## src/rtl/alu_ctrl_issue.sv

```systemverilog
// ID/EX issue slot for the datapath ALU: decodes a WISC instruction into the
// ALU control vector and holds it in a stallable, flushable pipeline register.
module alu_ctrl_issue #(
    parameter int          DATA_W = 16,
    parameter logic [4:0]  NOP_OP = 5'b00100
) (
    input  logic              clk,
    input  logic              rst,
    input  logic              id_valid,
    input  logic [DATA_W-1:0] instr,
    input  logic              stall,
    input  logic              flush,
    output logic              ex_valid,
    output logic [4:0]        alu_op,
    output logic              inv_a,
    output logic              inv_b,
    output logic              cin,
    output logic              sign,
    output logic              b_imm,
    output logic              a_zero,
    output logic [DATA_W-1:0] ex_imm,
    output logic              illegal
);

    typedef struct packed {
        logic [4:0]        op;
        logic              inv_a;
        logic              inv_b;
        logic              cin;
        logic              sign;
        logic              b_imm;
        logic              a_zero;
        logic              illegal;
        logic [DATA_W-1:0] imm;
    } ctrl_t;

    localparam ctrl_t BUBBLE = '{op: NOP_OP, inv_a: 1'b0, inv_b: 1'b0, cin: 1'b0,
                                 sign: 1'b1, b_imm: 1'b0, a_zero: 1'b0,
                                 illegal: 1'b0, imm: '0};

    logic [4:0]        opcode;
    logic [1:0]        funct;
    logic [DATA_W-1:0] imm5_s, imm5_z, imm_sh, imm8_s, imm8_z;
    logic              unused_bits;

    assign opcode      = instr[15:11];
    assign funct       = instr[1:0];
    assign imm5_s      = {{(DATA_W-5){instr[4]}}, instr[4:0]};
    assign imm5_z      = {{(DATA_W-5){1'b0}}, instr[4:0]};
    assign imm_sh      = {{(DATA_W-4){1'b0}}, instr[3:0]};
    assign imm8_s      = {{(DATA_W-8){instr[7]}}, instr[7:0]};
    assign imm8_z      = {{(DATA_W-8){1'b0}}, instr[7:0]};
    assign unused_bits = ^instr[10:8];

    ctrl_t ctrl_d, ctrl_q;
    logic  ex_valid_d, ex_valid_q;

    // Operand-B forms: immediate ops set b_imm and pick their extension here.
    always_comb begin
        // NOTE: every field gets a default first so no path leaves a latch.
        ctrl_d = BUBBLE;
        case (opcode)
            5'b01000: begin ctrl_d.op = 5'b00100; ctrl_d.b_imm = 1'b1; ctrl_d.imm = imm5_s; end
            5'b01001: begin
                ctrl_d.op = 5'b00100; ctrl_d.inv_a = 1'b1; ctrl_d.cin = 1'b1;
                ctrl_d.b_imm = 1'b1; ctrl_d.imm = imm5_s;
            end
            5'b01010: begin ctrl_d.op = 5'b00110; ctrl_d.b_imm = 1'b1; ctrl_d.imm = imm5_z; end
            5'b01011: begin
                ctrl_d.op = 5'b00111; ctrl_d.inv_b = 1'b1;
                ctrl_d.b_imm = 1'b1; ctrl_d.imm = imm5_z;
            end
            5'b10100: begin ctrl_d.op = 5'b00000; ctrl_d.b_imm = 1'b1; ctrl_d.imm = imm_sh; end
            5'b10101: begin ctrl_d.op = 5'b00001; ctrl_d.b_imm = 1'b1; ctrl_d.imm = imm_sh; end
            5'b10110: begin ctrl_d.op = 5'b01000; ctrl_d.b_imm = 1'b1; ctrl_d.imm = imm_sh; end
            5'b10111: begin ctrl_d.op = 5'b00011; ctrl_d.b_imm = 1'b1; ctrl_d.imm = imm_sh; end
            5'b10000, 5'b10001, 5'b10011: begin
                ctrl_d.op = 5'b00100; ctrl_d.b_imm = 1'b1; ctrl_d.imm = imm5_s;
            end
            5'b11001: ctrl_d.op = 5'b01001;
            5'b11011: begin
                case (funct)
                    2'b00: ctrl_d.op = 5'b00100;
                    2'b01: begin ctrl_d.op = 5'b00100; ctrl_d.inv_a = 1'b1; ctrl_d.cin = 1'b1; end
                    2'b10: ctrl_d.op = 5'b00110;
                    default: begin ctrl_d.op = 5'b00111; ctrl_d.inv_b = 1'b1; end
                endcase
            end
            5'b11010: begin
                case (funct)
                    2'b00: ctrl_d.op = 5'b00000;
                    2'b01: ctrl_d.op = 5'b00001;
                    2'b10: ctrl_d.op = 5'b01000;
                    default: ctrl_d.op = 5'b00011;
                endcase
            end
            5'b11100: ctrl_d.op = 5'b01010;
            5'b11101: ctrl_d.op = 5'b01011;
            5'b11110: ctrl_d.op = 5'b01100;
            5'b11111: begin ctrl_d.op = 5'b01101; ctrl_d.sign = 1'b0; end
            5'b11000: begin
                ctrl_d.op = 5'b00101; ctrl_d.a_zero = 1'b1;
                ctrl_d.b_imm = 1'b1; ctrl_d.imm = imm8_s;
            end
            5'b10010: begin ctrl_d.op = 5'b10000; ctrl_d.b_imm = 1'b1; ctrl_d.imm = imm8_z; end
            5'b01100, 5'b01101, 5'b01110, 5'b01111,
            5'b00100, 5'b00101, 5'b00110, 5'b00111,
            5'b00000, 5'b00001, 5'b00010, 5'b00011: ctrl_d = BUBBLE;
            default: ctrl_d.illegal = 1'b1;
        endcase
        if (!id_valid) begin
            ctrl_d = BUBBLE;
        end
    end

    assign ex_valid_d = id_valid;

    // Flush outranks stall so a killed slot never survives a held pipeline.
    always_ff @(posedge clk) begin
        // NOTE: sequential state uses non-blocking assignments only.
        if (rst || flush) begin
            ex_valid_q <= 1'b0;
            ctrl_q     <= BUBBLE;
        end else if (!stall) begin
            ex_valid_q <= ex_valid_d;
            ctrl_q     <= ctrl_d;
        end
    end

    assign ex_valid = ex_valid_q;
    assign alu_op   = ctrl_q.op;
    assign inv_a    = ctrl_q.inv_a;
    assign inv_b    = ctrl_q.inv_b;
    assign cin      = ctrl_q.cin;
    assign sign     = ctrl_q.sign;
    assign b_imm    = ctrl_q.b_imm;
    assign a_zero   = ctrl_q.a_zero;
    assign ex_imm   = ctrl_q.imm;
    assign illegal  = ctrl_q.illegal;

endmodule

```

## config.mk

```make
export PLATFORM = sky130hd
export DESIGN_NAME = alu_ctrl_issue
export DESIGN_NICKNAME = d
export VERILOG_FILES = /design/src/rtl/alu_ctrl_issue.sv
export SDC_FILE = /design/constraint.sdc
export NUM_CORES = 1
export LEC_CHECK = 0
export ABC_CLOCK_PERIOD_IN_PS = 1500
export CAP_MARGIN = 20
export CORE_ASPECT_RATIO = 0.5
export CORE_MARGIN = 4
export CORE_UTILIZATION = 25
export CTS_CLUSTER_DIAMETER = 200
export DETAILED_ROUTE_END_ITERATION = 6
export GPL_ROUTABILITY_DRIVEN = 1
export SLEW_MARGIN = 20
export SYNTH_ARGS = -nofsm -noshare
export SYNTH_HDL_FRONTEND = slang
export SYNTH_SLANG_ARGS = --single-unit
```

## constraint.sdc

```tcl
create_clock -name clk -period 1.5 [get_ports clk]
set_input_delay 0.225 -clock clk [delete_from_list [all_inputs] [get_ports clk]]
set_output_delay 0.225 -clock clk [all_outputs]
set_load 0.005 [all_outputs]
```

Word-level counts from Yosys, hierarchy flattened
Cells that the tools add are included.
{"block": "op_classes", "n_eq_ne": 33, "n_mux": 12, "n_reduce_logical": 10}
{"op": "5-bit == test (second input constant)", "count": 16}
{"op": "16-bit case mux with 5 select lines", "count": 1}
{"op": "5-bit case mux with 16 select lines", "count": 1}
{"op": "5-bit by 4-bit == test with 1-bit output (second input constant)", "count": 8}
{"op": "28-bit 2-to-1 mux", "count": 1}
{"op": "5-bit by 3-bit == test with 1-bit output (second input constant)", "count": 4}
{"op": "17-bit OR reduction", "count": 1}
{"op": "13-bit OR reduction", "count": 1}
{"op": "4-bit case mux with 3 select lines", "count": 1}
{"op": "5-bit by 2-bit == test with 1-bit output (second input constant)", "count": 2}
{"op": "5-bit by 1-bit == test with 1-bit output (second input constant)", "count": 1}
{"op": "5-bit zero test", "count": 1}
{"op": "1-bit 2-to-1 mux", "count": 5}
{"op": "5-bit OR reduction", "count": 1}
{"op": "1-bit case mux with 2 select lines", "count": 2}
{"op": "2-bit case mux with 2 select lines", "count": 1}
{"op": "2-bit OR reduction", "count": 2}
{"op": "4-bit OR reduction", "count": 1}
{"op": "3-bit OR reduction", "count": 1}
{"op": "2-bit by 1-bit == test with 1-bit output (second input constant)", "count": 1}
{"op": "2-bit == test (second input constant)", "count": 1}
{"op": "2-bit zero test", "count": 1}
{"op": "1-bit logical OR", "count": 1}
{"block": "totals", "ff_bits": 29, "inputBits": 21, "out_inout_bits": 29, "elab_cells": 65}

Longest topological paths before layout
Gate-level depths: netlist of the first run.
{"block": "logic_depth", "ltp_word": 5, "mapped_depth": 6, "mapped_depth_nobuf": 4}

Worst setup path before layout of the first run
No wires, ideal clock.
{"block": "synth_path", "kind": "input to register", "from": "input instr[15]", "to": "register ctrl_q, in the netlist ex_imm[14]", "setup_time_ps": 61, "t_arrival_ps": 1178, "required_time_ps": 1439, "setup_slack_ps": 261, "path_stages": 5, "path_buffers": 1, "path_cell_list": "buf_2 o211a_1 nor4b_4 and2_4 a32o_1"}
{"block": "synth_via", "elab_chain_cells": 4, "elab_cells_between_ends": 18, "cone_classes": "eq/ne: 13; mux: 2; reduce/logical: 3"}
{"element": "start, declared", "line_no": "10", "text": "input logic [DATA_W-1:0] instr,"}
{"element": "5-bit == test or 5-bit by 4-bit == test with 1-bit output (tied branches)", "line_no": "62", "text": "case (opcode)"}
{"element": "5-bit OR reduction (no line) (tied with other cells)"}
{"element": "16-bit case mux with 5 select lines *", "line_no": "62"}
{"element": "28-bit 2-to-1 mux *", "line_no": "111", "text": "if (!id_valid) begin"}
{"element": "end signal, assigned", "line_no": "126", "text": "ctrl_q <= ctrl_d;"}
{"element": "end, declared", "line_no": "55", "text": "ctrl_t ctrl_d, ctrl_q;"}
Every way passes the cells marked *; elsewhere a longest branch is shown, timed or not.
A chain may end at the register's enable or synchronous reset.

Final worst setup path of the first run
{"block": "layout_path", "from": "input instr[15]", "to": "register ctrl_q, in the netlist ex_imm[0]"}
The elaborated chain is that of the path after synthesis.

==> impl_metrics.tcl, run 1 <==
set metrics [dict create \
    grt_use_met2 0.1817 \
    coreArea_um2 4104 \
    pwr_density_cell_nw_per_um2 714.0 \
    grt_pass1_vias 1087 \
    fp-row-count 16 \
    final_layout_size_suffix_gt1_frac 0.2268 \
    synth_top_cell_by_area "dfxtp_1" \
    cts_sinks 20 \
    hpwlAfterDp_mm 2.657 \
    synth_compound_area_frac 0.2483 \
    worstSetupPathType "in2reg" \
    die_area_um2 5674 \
    grt_pass1_wl_mm 5.409 \
    seqPwrFrac 0.400 \
    fin_ws_ns 0.08069 \
    antenna_found_initial 0 \
    synth.most_common_cell "dfxtp_1" \
    syn-num-nets 154 \
    wire_per_inst_um 13.45 \
    portBuffers 45 \
    whs_ns 0.4631 \
    pwr-share-comb 0.195 \
    synth_top_family_by_area "simple AND/OR/NAND/NOR gates" \
    netlist_instances 133 \
    min_to "alu_op[3]$_SDFFE_PP0N_" \
    synth.top_cell.area_share 0.3579 \
    drcViolationCount 0 \
    ant_nets 0 \
    cts-root-buf "clkbuf_8" \
    fmax_mhz 704.6 \
    wl_mm 3.335 \
    switching_share 0.2289 \
    globalplace.congestion 0.8432 \
    yosysWarnings 0 \
    cts_buffer_depth 2 \
    synth_top_cells_by_count "dfxtp_1, nor2_1, buf_4, nand2_1" \
    clkTransAtPathRegs_ns 0.08 \
    period_minus_slack_ns 1.419 \
    switchingPower_uw 307.7 \
    reg2reg_depth 3 \
    synth_cell_types 41 \
    synth_edf_count 0 \
    finClkSkew_ns 0 \
    diodes 0 \
    layout_worst_path_cycle_share 0.9462 \
    drt_pre_antenna_iters 4 \
    arrival_ns 1.63 \
    clk_latency_ns 0.26 \
    postCtsSetupRepairBufs 0 \
    rrSetupSlack_ns 0.64 \
    cts_max_level 1 \
    finalHoldViolCount 0 \
    seq_area_frac_synth 0.3579 \
    top_usage_layer "met2" \
    area_growth_syn_to_layout_pct 68.34 \
    required_ns 1.71 \
    crit_fanout 13 \
    netlist_area_um2 1119 \
    hold_depth 2 \
    synthArstFlopShare 0 \
    num_vias 1182 \
    pin_count 50 \
    synthMuxAreaShare 0.008949 \
    synth_top_flop_cell "dfxtp_1" \
    use_met1 0.1643 \
    reg2reg_from "alu_op[1]$_SDFFE_PP0N_" \
    overflow 0 \
    run_status "finished, final reports clean" \
    synthAdderAreaFrac 0 \
    min-delay-start "alu_op[3]$_SDFFE_PP0N_" \
    drv_slew 0 \
    post-place-ws_ns -0.2304 \
    nNetsFinal 216 \
    ir_drop_v 0.0003182 \
    synth_seq_cells 20 \
    synthXorXnorAreaFrac 0.007830 \
    synthSimpleGateAreaFrac 0.2696 \
    crit_start "instr[15]" \
    die_x_um 102.6 \
    grt_max_degree 14 \
    initial_utilization 0.2726 \
    end_kind "flip-flop" \
    via_per_inst 4.766 \
    cp-start-kind "input pin" \
    power.internal_uw 1037 \
    clock_power_share 0.405 \
    maxCapViolations 0 \
    leakage_uw 0.0007071 \
    track_usage 0.1174 \
    min_path_type "reg2reg" \
    synth.avg_cell_area_um2 8.410 \
    grt_use_met3 0.03518 \
    cts_buffers 3 \
    rsz0062_at_grt "false" \
    die_y_um 55.30 \
    reg2reg_to "alu_op[1]$_SDFFE_PP0N_" \
    drt_iter0_markers 82 \
    setup_violations 0 \
    cts_tree "yes" \
    synthTopCellsByArea "dfxtp_1, buf_4, a22oi_1" \
]
layout make-up:
type                    count  area (um2)
clock buffers               3       41.29
clock inverters             1       30.03
fillers                   390        2221
inverters                   2       7.507
multi-input cells          93       631.9
flip-flops and latches     20       401.6
well taps                  54       67.56
repair buffers             75       703.2
power by group through the flow:
stage | registers [uW] | logic, uW | clock network, uW
3_5_place_dp | 551 | 252 | 0
5_1_grt | 539 | 281 | 589
2_1_floorplan | 551 | 107 | 0
4_1_cts | 538 | 253 | 556
3_3_place_gp | 551 | 251 | 0
6_report | 538 | 262 | 544
placed cells by master, fill, tap and decap left out, types with 2 or more instances in the layout:
cell type | netlist | layout
nor2_1 | 12 | 12
nand3_1 | 3 | 3
nor3_1 | 2 | 2
nand2_1 | 10 | 10
inv_1 | 2 | 2
dlymetal6s2s_1 | 0 | 3
o21ai_0 | 6 | 6
clkbuf_8 | 0 | 3
buf_6 | 0 | 2
buf_4 | 10 | 27
nand2b_1 | 5 | 5
nor2b_1 | 6 | 6
a21oi_1 | 6 | 6
dfxtp_1 | 20 | 19
nor4_1 | 3 | 2
o2bb2ai_1 | 4 | 4
clkdlybuf4s50_1 | 0 | 42
a22oi_1 | 6 | 6
a32o_1 | 4 | 4
cell families (layout without fill, tap and decap cells):
logic type | after synthesis | count (layout)
xor gates and xnor gates | 1 | 1
other | 1 | 1
DFF | 20 | 20
buffers and inverters | 20 | 81
muxes | 1 | 1
and+or+nand+nor | 52 | 52
AOI/OAI and AO/OA | 38 | 38
state kept, by name (all words and copies together), names as in the netlist:
signal and cells:
ex_imm 9, alu_op 5, a_zero 1, b_imm 1, cin 1, ex_valid 1, inv_b 1, sign 1
what timing repair did:
action	in CTS	in global routing
hold endpoints to repair	0	0
hold buffers	0	0
setup endpoints to repair	8	12
resized for setup	1	11
pin swaps	0	5
how the worst max path moves through the flow:
stage	cells after the start	end
after floorplan	5	ex_imm[14]$_SDFFE_PP0N_
after global placement	6	alu_op[0]$_SDFFE_PP0N_
after detailed placement	6	ex_imm[0]$_SDFFE_PP0N_
after CTS	6	alu_op[0]$_SDFFE_PP0N_
after global routing	7	ex_imm[0]$_SDFFE_PP0N_
final	7	ex_imm[0]$_SDFFE_PP0N_
stage by stage:
| step | cell area, um2 | instances | utilization | TNS (ns) | total power (uW) |
|---|---|---|---|---|---|
| after floorplan | 1119 | 133 | - | 0 | 657.6 |
| after global placement | 1765 | 244 | 0.4302 | -2.846 | 801.3 |
| after detailed placement | 1765 | 244 | 0.4302 | -3.227 | 802.7 |
| after CTS | 1838 | 248 | 0.4479 | 0 | 1347 |
| after global routing | 1883 | 248 | 0.4588 | 0 | 1409 |
| final | 1883 | 248 | 0.4588 | 0 | 1344 |
layer usage:
metal  up-vias  share of wire  wire [um]
met5         -              0          0
met4         0         0.0021          7
met3         2          0.066        219
met2        30           0.45       1505
met1       548           0.48       1603
li1        602              -          -
critical path, stage by stage:
cell and delay [ns]:
clkdlybuf4s50_1 0.39, buf_4 0.18, o211a_4 0.16, nor4b_4 0.32
buf_4 0.19, a22oi_1 0.07, nor2_1 0.09
Power figures use the tool's default switching activity.
==> run 2: changes to the inputs <==
--- a/config.mk
+++ b/config.mk
@@ -5,7 +5,7 @@
 export SDC_FILE = /design/constraint.sdc
 export NUM_CORES = 1
 export LEC_CHECK = 0
-export ABC_CLOCK_PERIOD_IN_PS = 1500
+export ABC_CLOCK_PERIOD_IN_PS = 1800
 export CAP_MARGIN = 20
 export CORE_ASPECT_RATIO = 0.5
 export CORE_MARGIN = 4
==> constraint.sdc (replaced) <==
create_clock -name clk -period 1.8 [get_ports clk]
set_input_delay 0.27 -clock clk [delete_from_list [all_inputs] [get_ports clk]]
set_output_delay 0.27 -clock clk [all_outputs]
set_load 0.005 [all_outputs]
==> run 2 against run 1 <==
Worst setup slack gained 0.15 ns. Highest routed layer unchanged. Count of clock-buffer cells in the layout unchanged. Power fell by 20%. Critical path depth is 1 lower. Cell count decreased by 4.4%. Register-to-register slack improved by 0.33 ns. Via count decreased by 3.6%. Sequential cell count unchanged. First-iteration DRC count fell by 37%. Cell area shrank 7.5%. Sequential share of layout area is 1.7 points higher.
==> impl_metrics.tcl, run 2 (same netlist as run 1, synthesis figures left out) <==
set metrics [dict create \
    run_status "finished, final reports clean" \
    worstSetupPathType "in2reg" \
    grt_pass1_wl_mm 5.188 \
    rsz0062_at_grt "false" \
    portBuffers 45 \
    cts_buffers 3 \
    pwr_density_cell_nw_per_um2 620.7 \
    clk_latency_ns 0.25 \
    end_kind "flip-flop" \
    setup-tns-final_ns 0 \
    antenna_found_initial 0 \
    layout_worst_path_cycle_share 0.8714 \
    drv_slew 0 \
    cp-start-kind "input pin" \
    post_cts_resize_count 0 \
    drt_iter0_markers 52 \
    globalplace.congestion 0.8678 \
    arrival_ns 1.77 \
    nNetsFinal 205 \
    cts_buffer_depth 2 \
    leakage_uw 0.0006204 \
    fp-row-count 16 \
    track_usage 0.1139 \
    multi_input_area_um2 601.8 \
    fmax_mhz 637.5 \
    wire_per_inst_um 13.37 \
    min_path_type "reg2reg" \
    area_growth_syn_to_layout_pct 55.70 \
    drt_pre_antenna_iters 4 \
    ir_drop_v 0.0003082 \
    num_vias 1139 \
    diodes 0 \
    layout_commonest_cell "clkdlybuf4s50_1" \
    place_area_um2 1670 \
    crit_fanout 9 \
    grt_max_degree 25 \
    crit_start "instr[15]" \
    final_layout_size_suffix_gt1_frac 0.1475 \
    grt_pass1_vias 1066 \
    die_x_um 102.6 \
    min-delay-start "alu_op[3]$_SDFFE_PP0N_" \
    overflow 0 \
    die_y_um 55.30 \
    cts-root-buf "clkbuf_8" \
    clkTransAtPathRegs_ns 0.07 \
    layout_common_cells "clkdlybuf4s50_1, dfxtp_1, buf_4" \
    finalHoldViolCount 0 \
    postCtsHoldBufs 0 \
    postCtsSetupRepairBufs 0 \
    period_minus_slack_ns 1.569 \
    design_area_um2 1742 \
    fillers 417 \
    maxCapViolations 0 \
    die_area_um2 5674 \
    ant_nets 0 \
    cts_tree "yes" \
    wl_mm 3.168 \
    cts_max_level 1 \
    coreArea_um2 4104 \
    pin_count 50 \
    initial_utilization 0.2726 \
    finClkSkew_ns 0 \
    required_ns 2.00 \
    setup_violations 0 \
    seq_area_um2 400.4 \
    largest_reg_flops 9 \
    reg2reg_from "alu_op[1]$_SDFFE_PP0N_" \
    cts_sinks 20 \
    hpwlAfterDp_mm 2.525 \
    drcViolationCount 0 \
    via_per_inst 4.806 \
]
## run 2: per-stage QoR
stage            util  std cells  setup WS (ns)  power [uW]  hold slack [ns]
3_5_place_dp   0.4070        233       -0.02123       647.6           0.4658
6_report       0.4244        237         0.2314        1081           0.4699
4_1_cts        0.4244        237         0.2208        1093           0.4766
2_1_floorplan       -        133         0.5164       548.0           0.4141
5_1_grt        0.4244        237         0.1387        1139           0.5133
3_3_place_gp   0.4070        233       -0.04368       645.0           0.4547
## run 2: report_power, final
part | switching [uW] | internal, uW
clock | 147 | 297
sequential | 2.28 | 446
combinational | 88.7 | 100
total | 237 | 844
## run 2: path summary, 6_finish.rpt
kind                                               end  slack [ns]  cells past startpoint
worst max register to register  alu_op[1]$_SDFFE_PP0N_        0.97                      3
worst min-delay path            alu_op[3]$_SDFFE_PP0N_        0.47                      2
worst min register to register  alu_op[3]$_SDFFE_PP0N_        0.47                      2
worst max-delay path            ex_imm[0]$_SDFFE_PP0N_        0.23                      6
## run 2: metal layers
layer	share of wire	wire length, um	vias to the layer above	GRT usage
met1	0.48	1530	533	0.1509
li1	-	-	578	-
met5	0	0	-	0
met2	0.45	1435	26	0.1835
met4	0.0047	15	0	0.02243
met3	0.059	186	2	0.03392
## run 2: area by class of cell
| type | instances | share of cell area |
|---|---|---|
| multi-input combinational | 93 | 0.3455 |
| timing repair buffer | 64 | 0.3405 |
| clock inverter | 1 | 0.01724 |
| tap | 54 | 0.03879 |
| clock buffer | 3 | 0.02371 |
| sequential | 20 | 0.2299 |
| inverter | 2 | 0.004310 |
## run 2: worst max-delay path, stage by stage
cell and delay [ns]:
clkdlybuf4s50_1 0.56, o211a_1 0.25, nor4b_4 0.33, buf_4 0.20
a22oi_1 0.07, nor2_1 0.09
==> run 3: changes to the inputs <==
--- a/config.mk
+++ b/config.mk
@@ -13,6 +13,7 @@
 export CTS_CLUSTER_DIAMETER = 200
 export DETAILED_ROUTE_END_ITERATION = 6
 export GPL_ROUTABILITY_DRIVEN = 1
+export RECOVER_POWER = 50
 export SLEW_MARGIN = 20
 export SYNTH_ARGS = -nofsm -noshare
 export SYNTH_HDL_FRONTEND = slang
==> run 3 against run 2 <==
Count of clock-buffer cells in the layout is the same. Largest power group unchanged. Critical path depth is the same. Clock power rose by 0.9%. First-iteration DRC count is 7.7% lower. Cell count unchanged. Highest routed layer unchanged. Sequential power about the same. Non-clock buffer count stayed put.
==> impl_metrics.tcl, run 3 (same netlist as run 1, synthesis figures left out) <==
set metrics [dict create \
    run_status "finished, final reports clean" \
    largest_reg_flops 9 \
    diodes 0 \
    cts-root-buf "clkbuf_8" \
    grt_max_degree 25 \
    grt_pass1_wl_mm 5.188 \
    antenna_found_initial 0 \
    clk_latency_ns 0.26 \
    track_usage 0.1139 \
    drt_iter0_markers 48 \
    drv_slew 0 \
    worstSetupPathType "in2reg" \
    cts_buffers 3 \
    crit_fanout 9 \
    ant_nets 0 \
    final_layout_size_suffix_gt1_frac 0.1475 \
    fmax_mhz 603.9 \
    maxCapViolations 0 \
    layout_worst_path_cycle_share 0.9199 \
    finalHoldViolCount 0 \
    total_power_uw 1082 \
    pwr_density_cell_nw_per_um2 622.0 \
    cp-start-kind "input pin" \
    layout_commonest_cell "clkdlybuf4s50_1" \
    arrival_ns 1.86 \
    coreArea_um2 4104 \
    area_growth_syn_to_layout_pct 55.48 \
    pin_count 50 \
    via_per_inst 4.802 \
    num_vias 1138 \
    fillers 418 \
    overflow 0 \
    design_area_um2 1739 \
    cts_buffer_depth 2 \
    rsz0062_at_grt "false" \
    drcViolationCount 0 \
    end_kind "flip-flop" \
    portBuffers 45 \
    nNetsFinal 205 \
    period_minus_slack_ns 1.656 \
    setup_violations 0 \
    postCtsHoldBufs 0 \
    wl_mm 3.168 \
    placedCellCount 233 \
    leakage_uw 0.0006771 \
    clkTransAtPathRegs_ns 0.07 \
    ir_drop_v 0.0003133 \
    cts_sinks 20 \
    die_area_um2 5674 \
    cts_max_level 1 \
    die_y_um 55.30 \
    drt_pre_antenna_iters 4 \
    wire_per_inst_um 13.37 \
    layout_common_cells "clkdlybuf4s50_1, dlygate4sd3_1, dfxtp_1" \
    finClkSkew_ns 0 \
    required_ns 2.00 \
    fin_cells 237 \
    min_path_type "reg2reg" \
    die_x_um 102.6 \
    fp-row-count 16 \
    initial_utilization 0.2726 \
    place_area_um2 1670 \
    postCtsSetupRepairBufs 0 \
    post_cts_resize_count 0 \
    grt_pass1_vias 1066 \
    hpwlAfterDp_mm 2.525 \
    cts_tree "yes" \
    globalplace.congestion 0.8678 \
]
[run 3: changes by cell type in the layout (fill, tap and decap cells not counted), sizes merged]
cell	previous run	this run
clkdlybuf4s50	45	24
dlygate4sd3	0	21
clkbuf	3	5
buf	19	17
[run 3: power by group]
| group | switching (uW) | leakage [uW] | internal (uW) | total, uW |
|---|---|---|---|---|
| Combinational | 88.7 | 0.000480 | 97.6 | 186 |
| Clock | 150 | 0.0000357 | 297 | 447 |
| Sequential | 2.08 | 0.000161 | 446 | 448 |
[run 3: final cells by class]
class	count	area [um2]	area share
Sequential cell	20	400.4	0.2302
Multi-Input combinational cell	93	601.8	0.3460
Tap cell	54	67.56	0.03885
Clock buffer	3	41.29	0.02374
Clock inverter	1	30.03	0.01727
Inverter	2	7.507	0.004317
Timing Repair Buffer	64	590.6	0.3396
[run 3: worst max-delay path, cell delays in order]
cell and delay (ns):
dlygate4sd3_1 0.66, o211a_1 0.22, nor4b_4 0.33, buf_4 0.20, a22oi_1 0.07, nor2_1 0.10
[run 3: through the flow]
stage	util	setup slack, ns	hold WS, ns	TNS, ns
6_report	0.4238	0.1441	0.4668	0
5_1_grt	0.4238	0.07268	0.5103	0
4_1_cts	0.4244	0.2208	0.4766	0
3_5_place_dp	0.4070	-0.02123	0.4658	-0.06241
3_3_place_gp	0.4070	-0.04368	0.4547	-0.05536
2_1_floorplan	-	0.5164	0.4141	0
[run 3: metal layers]
| metal | GRT usage | part of all wire | vias up |
|---|---|---|---|
| met3 | 0.03392 | 0.060 | 2 |
| met2 | 0.1835 | 0.45 | 28 |
| li1 | - | - | 578 |
| met1 | 0.1509 | 0.48 | 530 |
| met5 | 0 | 0 | - |
| met4 | 0.02243 | 0.0047 | 0 |
[run 3: final timing paths]
check / start / cells after the start / slack (ns) / to
max: instr[15] / 6 / 0.14 / ex_imm[3]$_SDFFE_PP0N_
min: alu_op[3]$_SDFFE_PP0N_ / 2 / 0.47 / alu_op[3]$_SDFFE_PP0N_
max reg2reg: alu_op[1]$_SDFFE_PP0N_ / 3 / 0.96 / alu_op[1]$_SDFFE_PP0N_
min reg2reg: alu_op[3]$_SDFFE_PP0N_ / 2 / 0.47 / alu_op[3]$_SDFFE_PP0N_
